[config.mk]
export PLATFORM = sky130hd
export DESIGN_NAME = timer_status
export DESIGN_NICKNAME = d
export VERILOG_FILES = /design/src/rtl/timer_status.sv
export SDC_FILE = /design/constraint.sdc
export NUM_CORES = 1
export LEC_CHECK = 0
export CORE_UTILIZATION = 35
export DETAILED_ROUTE_END_ITERATION = 8
export PLACE_DENSITY_LB_ADDON = 0.1
export SYNTH_ARGS = -nofsm -noshare
export SYNTH_HDL_FRONTEND = slang
export SYNTH_SLANG_ARGS = --single-unit
[constraint.sdc]
create_clock -name pclk -period 1.3 [get_ports pclk]
set_clock_uncertainty 0.05 [all_clocks]
set_input_delay 0.26 -clock pclk [delete_from_list [all_inputs] [get_ports pclk]]
set_output_delay 0.26 -clock pclk [all_outputs]
set_load 0.05 [all_outputs]
[src/rtl/timer_status.sv]
// timer_status
// Status and interrupt block for the 8-bit timer. Samples the counter every
// cycle, detects overflow (all-ones -> zero while counting up) and underflow
// (zero -> all-ones while counting down), records events in sticky status
// flags with overrun tracking and drives masked level interrupts.
//
// Ports:
//   pclk      in   system clock, rising edge
//   preset_n  in   synchronous active-low reset
//   cnt       in   current counter value
//   updw      in   count direction (0 = up, 1 = down)
//   load      in   counter load strobe (cnt takes the reload value)
//   wr_en     in   register write strobe
//   addr      in   0 = TSR (write-1-to-clear), 1 = TIER
//   wdata     in   write data
//   rdata     out  read data for addr (combinational)
//   irq_ovf   out  overflow interrupt (level)
//   irq_udf   out  underflow interrupt (level)
//   irq       out  irq_ovf | irq_udf
module timer_status #(
  parameter int CNT_W = 8
) (
  input  logic             pclk,
  input  logic             preset_n,
  input  logic [CNT_W-1:0] cnt,
  input  logic             updw,
  input  logic             load,
  input  logic             wr_en,
  input  logic             addr,
  input  logic [7:0]       wdata,
  output logic [7:0]       rdata,
  output logic             irq_ovf,
  output logic             irq_udf,
  output logic             irq
);

  localparam logic [CNT_W-1:0] CNT_ONES  = {CNT_W{1'b1}};
  localparam logic [CNT_W-1:0] CNT_ZEROS = {CNT_W{1'b0}};

  logic [CNT_W-1:0] cnt_q, cnt_d;
  logic             load_q, load_d;
  logic             vld_q, vld_d;
  logic [3:0]       tsr_q, tsr_d;
  logic [1:0]       tier_q, tier_d;

  logic             ovf_evt;
  logic             udf_evt;
  logic [3:0]       tsr_clr;

  always_comb begin
    cnt_d   = cnt;
    load_d  = load;
    vld_d   = 1'b1;
    ovf_evt = 1'b0;
    udf_evt = 1'b0;
    tsr_clr = 4'b0000;
    tsr_d   = tsr_q;
    tier_d  = tier_q;

    // A jump caused by a load, or the comparison against the reset value of
    // cnt_q, must never look like a wrap.
    if (vld_q && !load_q) begin
      ovf_evt = (cnt_q == CNT_ONES)  && (cnt == CNT_ZEROS) && !updw;
      udf_evt = (cnt_q == CNT_ZEROS) && (cnt == CNT_ONES)  &&  updw;
    end

    if (wr_en && !addr) begin
      tsr_clr = wdata[3:0];
    end

    // Clear first, then OR in events so a same-cycle event wins. Overrun is
    // judged against the flag value before this cycle's clear.
    tsr_d    = tsr_q & ~tsr_clr;
    tsr_d[0] = tsr_d[0] | ovf_evt;
    tsr_d[1] = tsr_d[1] | udf_evt;
    tsr_d[2] = tsr_d[2] | (ovf_evt & tsr_q[0]);
    tsr_d[3] = tsr_d[3] | (udf_evt & tsr_q[1]);

    if (wr_en && addr) begin
      tier_d = wdata[1:0];
    end
  end

  always_ff @(posedge pclk) begin
    if (!preset_n) begin
      cnt_q  <= CNT_ZEROS;
      load_q <= 1'b0;
      vld_q  <= 1'b0;
      tsr_q  <= 4'b0000;
      tier_q <= 2'b00;
    end else begin
      cnt_q  <= cnt_d;
      load_q <= load_d;
      vld_q  <= vld_d;
      tsr_q  <= tsr_d;
      tier_q <= tier_d;
    end
  end

  always_comb begin
    irq_ovf = tsr_q[0] & tier_q[0];
    irq_udf = tsr_q[1] & tier_q[1];
    irq     = irq_ovf | irq_udf;
    rdata   = addr ? {6'b0, tier_q} : {4'b0, tsr_q};
  end

endmodule
-- Yosys cells after proc, flatten, opt, wreduce, memory -nomap -nowiden
Index checks and enable logic that the tools add are counted.
- bitwise gates (word level): 11
- reduce and logical (&&, ||, !) cells: 12
- equal/unequal tests: 2
- muxes and demuxes: 5
- operator list (cell ; count):
    $eq 8x8->1 const B ; 2
    $logic_not 8->1 ; 2
    $mux 4 ; 2
    $logic_and 1x1->1 ; 7
    $or 1x1->1 ; 5
    $and 1x1->1 ; 4
    $and 4x4->4 ; 1
    $not 4->4 ; 1
    $logic_not 1->1 ; 3
    $mux 1 ; 3
- register bits after elaboration: 16
- input port bits: 22

-- Depth between registers and ports, before layout
- word-level depth: 6
- depth in mapped cells: 4
- depth with buffers taken out: 3

-- Least setup slack after synthesis
Ideal clock, no wire load.
- kind: input-to-output
- start: input addr
- end: output rdata[2]
- stages on the path: 2
- required time: 0.990 ns
- buffers on the path: 1
- data arrival time: 1.150 ns
- setup slack: -0.160 ns
- cell sequence: clkbuf_1 nor2b_1
- word-level cells in the longest chain between the ends: 1
- RTL lines (item ; RTL line ; text):
    start: declaration ; 29 ; input logic addr,
    $mux 4 ; 104 ; rdata = addr ? {6'b0, tier_q} : {4'b0, tsr_q};
    end: declaration ; 31 ; output logic [7:0] rdata,
Every way passes these cells.

-- Worst setup path after layout
- start: register tsr_q[0]
- end: output irq
- word-level cells in the longest chain between the ends: 2
- RTL lines (item ; RTL line ; text):
    start: declaration ; 43 ; logic [3:0] tsr_q, tsr_d;
    start signal: assignment ; 95 ; tsr_q <= tsr_d;
    $and 1x1->1 ; 101 ; irq_ovf = tsr_q[0] & tier_q[0];
    $or 1x1->1 ; 103 ; irq = irq_ovf | irq_udf;
    end: declaration ; 34 ; output logic irq
Every way passes these cells.

==> results.md <==
* Post-DP HPWL at 1139 µm
* Routed vias at 661
* Setup crit start kind: flop
* Post-synthesis mux area share at 3.243%
* Post-Synth XOR/XNOR Area at 0%
* First-pass DRT Iterations at 4
* PD cells at 844.7 nW/µm²
* Failing checks: setup timing
* Crit Path Max Fanout at 2
* First-pass GRT wire length at 2380 µm
* Fin crit share at 112.9%
* DP Area at 1033 µm²
* Io pins at 33
* Starting density of the core at 38.54%
* Clk buf depth at 2
* CTS tree: done
* HP Class: input pin to flop
* Vias in the first global route at 594
* Initial antenna violation count at 0
* WHS at 302.3 ps
* Clk sinks at 16
* Unique masters post-synth at 22
* Placed insts at 128
* Synthesized cell area at 694.4 µm²
* Share of cells above drive strength 1 at 33.64%
* CTS Buf Count at 3
* RSZ-0062 raised after global routing: yes
* Overflow after GRT at 0
* Seq/Total Area, Yosys at 46.13%
* Layout Area Growth over Synthesis at 68.29%
* # hold bufs at CTS at 0
* Top cell type by total area after synthesis: dfxtp_1
* Maximum clock frequency at 681.1 MHz
* Clk pwr share at 31.6%
* Outcome: complete, but fails checks
* Combinational power share at 15.9%
* Total wire length at 1484 µm
* Die Height at 46.54 µm
* Critical path class: flop to output port
* Power, Total at 0.9872 mW
* Max VDD drop at 709.9 µV
* Worst setup EP type: output port
* Min Tclk post-route at 1468 ps
* Wirelength per Cell at 10.99 µm
* Warnings, synthesis at 0
* CTS H-Tree Depth at 1
* Critical path's top delay family: simple AND/OR/NAND/NOR gates
* Vias/cell at 4.896
* Root buf cell: clkbuf_4
* Final hold violations at 0
* MaxCap Viol Count at 0
* Fin. max-slew vios at 0
* Worst-Skew Late Latency at 270 ps
* Worst EP required at 990 ps
* Ranking of synthesized cells by area: dfxtp_1, and2_1, nand3_1
* Sequential power share at 52.5%
* # setup viols final at 7
* Antenna Cells at 0
* Non-Filler Instances at 135
* Final setup margin at -168.3 ps
* Nets at 133
* Pint at 0.7615 mW
* PortBufs at 24
* Standard-cell rows at 15
* Crit path buffers/inverters at 1
* Synth Area in Simple Gates at 39.10%
* Sw power at 0.2257 mW
* Worst-path clk slew at 90 ps
* Remaining antenna violation count at 0
* Synth Instances at 75
* Main combinational cell family by area after synthesis: simple AND/OR/NAND/NOR gates
* Number of synthesized register bits at 16
* Worst Path Arrival at 1160 ps
* Maximum number of pins on one net before global-route repair at 11
* Lkg Pwr at 0.4581 nW
* GPL Wtd Cong at 0.7725
* Final Cell Area at 1169 µm²
* Worst path slowest cell: dfxtp_2
* Syn Area/Cell at 9.259 µm²
* Dpl ws at -456.2 ps
* Adder-cell share of the synthesized area at 0%
* Crit-path max cell delay at 330 ps
* Die X at 46.54 µm
* Fill cell count at 159
* Core Area at 1802 µm²
* Initial DRC Count at 5
* Global Route Usage Sum at 16.01%
* Complex-gate fraction of the synthesized area at 5.045%
* Synth top area share at 46.13%
* Drc violations at 0
* Die area at 2166 µm²
* Sw frac at 22.86%
* Crit-path cells: and2_4, or2_4, buf_8
-- power groups by stage --
stage	Sequential (mW)	Clock, mW	Combinational, mW
6_report	0.519	0.312	0.157
5_1_grt	0.522	0.355	0.170
4_1_cts	0.519	0.325	0.153
3_5_place_dp	0.529	0	0.150
3_3_place_gp	0.528	0	0.148
2_1_floorplan	0.527	0	0.0806
-- timing repair --
action                     CTS  global route
hold endpoints to repair     0             0
setup endpoints to repair    9             7
setup buffers                2             3
cloned                       0             0
resized for setup           23             7
pin swaps                    4             2
-- registers in the layout, indices dropped and copies added, names as in the netlist --
register	flops
load_q	1
cnt_q	8
vld_q	1
tsr_q	4
tier_q	2
-- layout make-up --
class	instances	area, µm²	area share [%]
multi-input combinational	55	382.9	32.76
clock buffer	4	36.28	3.105
sequential	16	326.6	27.94
timing repair buffer	35	391.6	33.51
tap	25	31.28	2.677
-- per-stage QoR --
stage                     utilization (%)  TNS (ps)
after floorplan                         -    -346.6
after global placement              57.36     -2540
after detailed placement            57.36     -2729
after CTS                           63.54    -774.4
after global routing                64.86    -952.4
final                               64.86    -636.1
-- logic make-up after synthesis --
| group | Yosys count |
|---|---|
| other | 1 |
| AND/OR/NAND/NOR | 43 |
| buffers and inverters | 7 |
| flip-flops | 16 |
| multiplexers | 2 |
| AO/OA/AOI/OAI | 6 |
-- placed cells by master, fill, tap and decap left out, drive strengths merged --
master         instances
buf                   18
dfxtp                 16
clkdlybuf4s50         15
and2                  11
nand3                 10
nand3b                 4
conb                   4
clkbuf                 4
o21ai                  4
nand4                  3
nand2                  3
nor2b                  2
mux2                   2
nor4                   2
nor4bb                 2
a21boi                 2
or2                    1
and4b                  1
nor3                   1
and4                   1
or4b                   1
or3                    1
clkdlybuf4s15          1
dlygate4sd2            1
-- Yosys cell counts --
cell type	number
conb_1	1
clkbuf_1	3
nor4_1	2
o21ai_1	2
dfxtp_1	16
a21boi_0	2
buf_4	4
nand4_1	3
or4b_1	1
and4_1	1
or2_2	1
nor2b_1	2
mux2_2	2
and2_1	11
o21ai_0	2
nor4bb_1	2
nand2_1	3
nand3_1	10
and4b_2	1
nor3_1	1
or3_1	1
nand3b_1	4
-- worst reg2reg max path, cell delays in order, from the launching register on --
cell and delay, ps:
dfxtp_1 320, or4b_1 520, or3_4 350, o21ai_2 130
-- per-layer routing --
metal | up-vias | track usage [%] | wire length [µm]
li1 | 333 | - | -
met1 | 304 | 17.26 | 589
met2 | 22 | 29.17 | 822
met3 | 2 | 3.529 | 67
met4 | 0 | 7.059 | 5
met5 | - | 0 | 0
-- path summary, 6_finish.rpt --
path / startpoint / endpoint / slack [ps] / depth (start not counted)
setup / recovery: tsr_q[0]$_SDFF_PN0_ / irq / -170 / 3
hold reg to reg: tier_q[1]$_SDFFE_PN0P_ / tier_q[1]$_SDFFE_PN0P_ / 420 / 2
hold / removal: cnt[1] / cnt_q[1]$_SDFF_PN0_ / 300 / 2
setup reg to reg: cnt_q[6]$_SDFF_PN0_ / tsr_q[1]$_SDFF_PN0_ / -120 / 3
(Power assumes the default switching activity.)
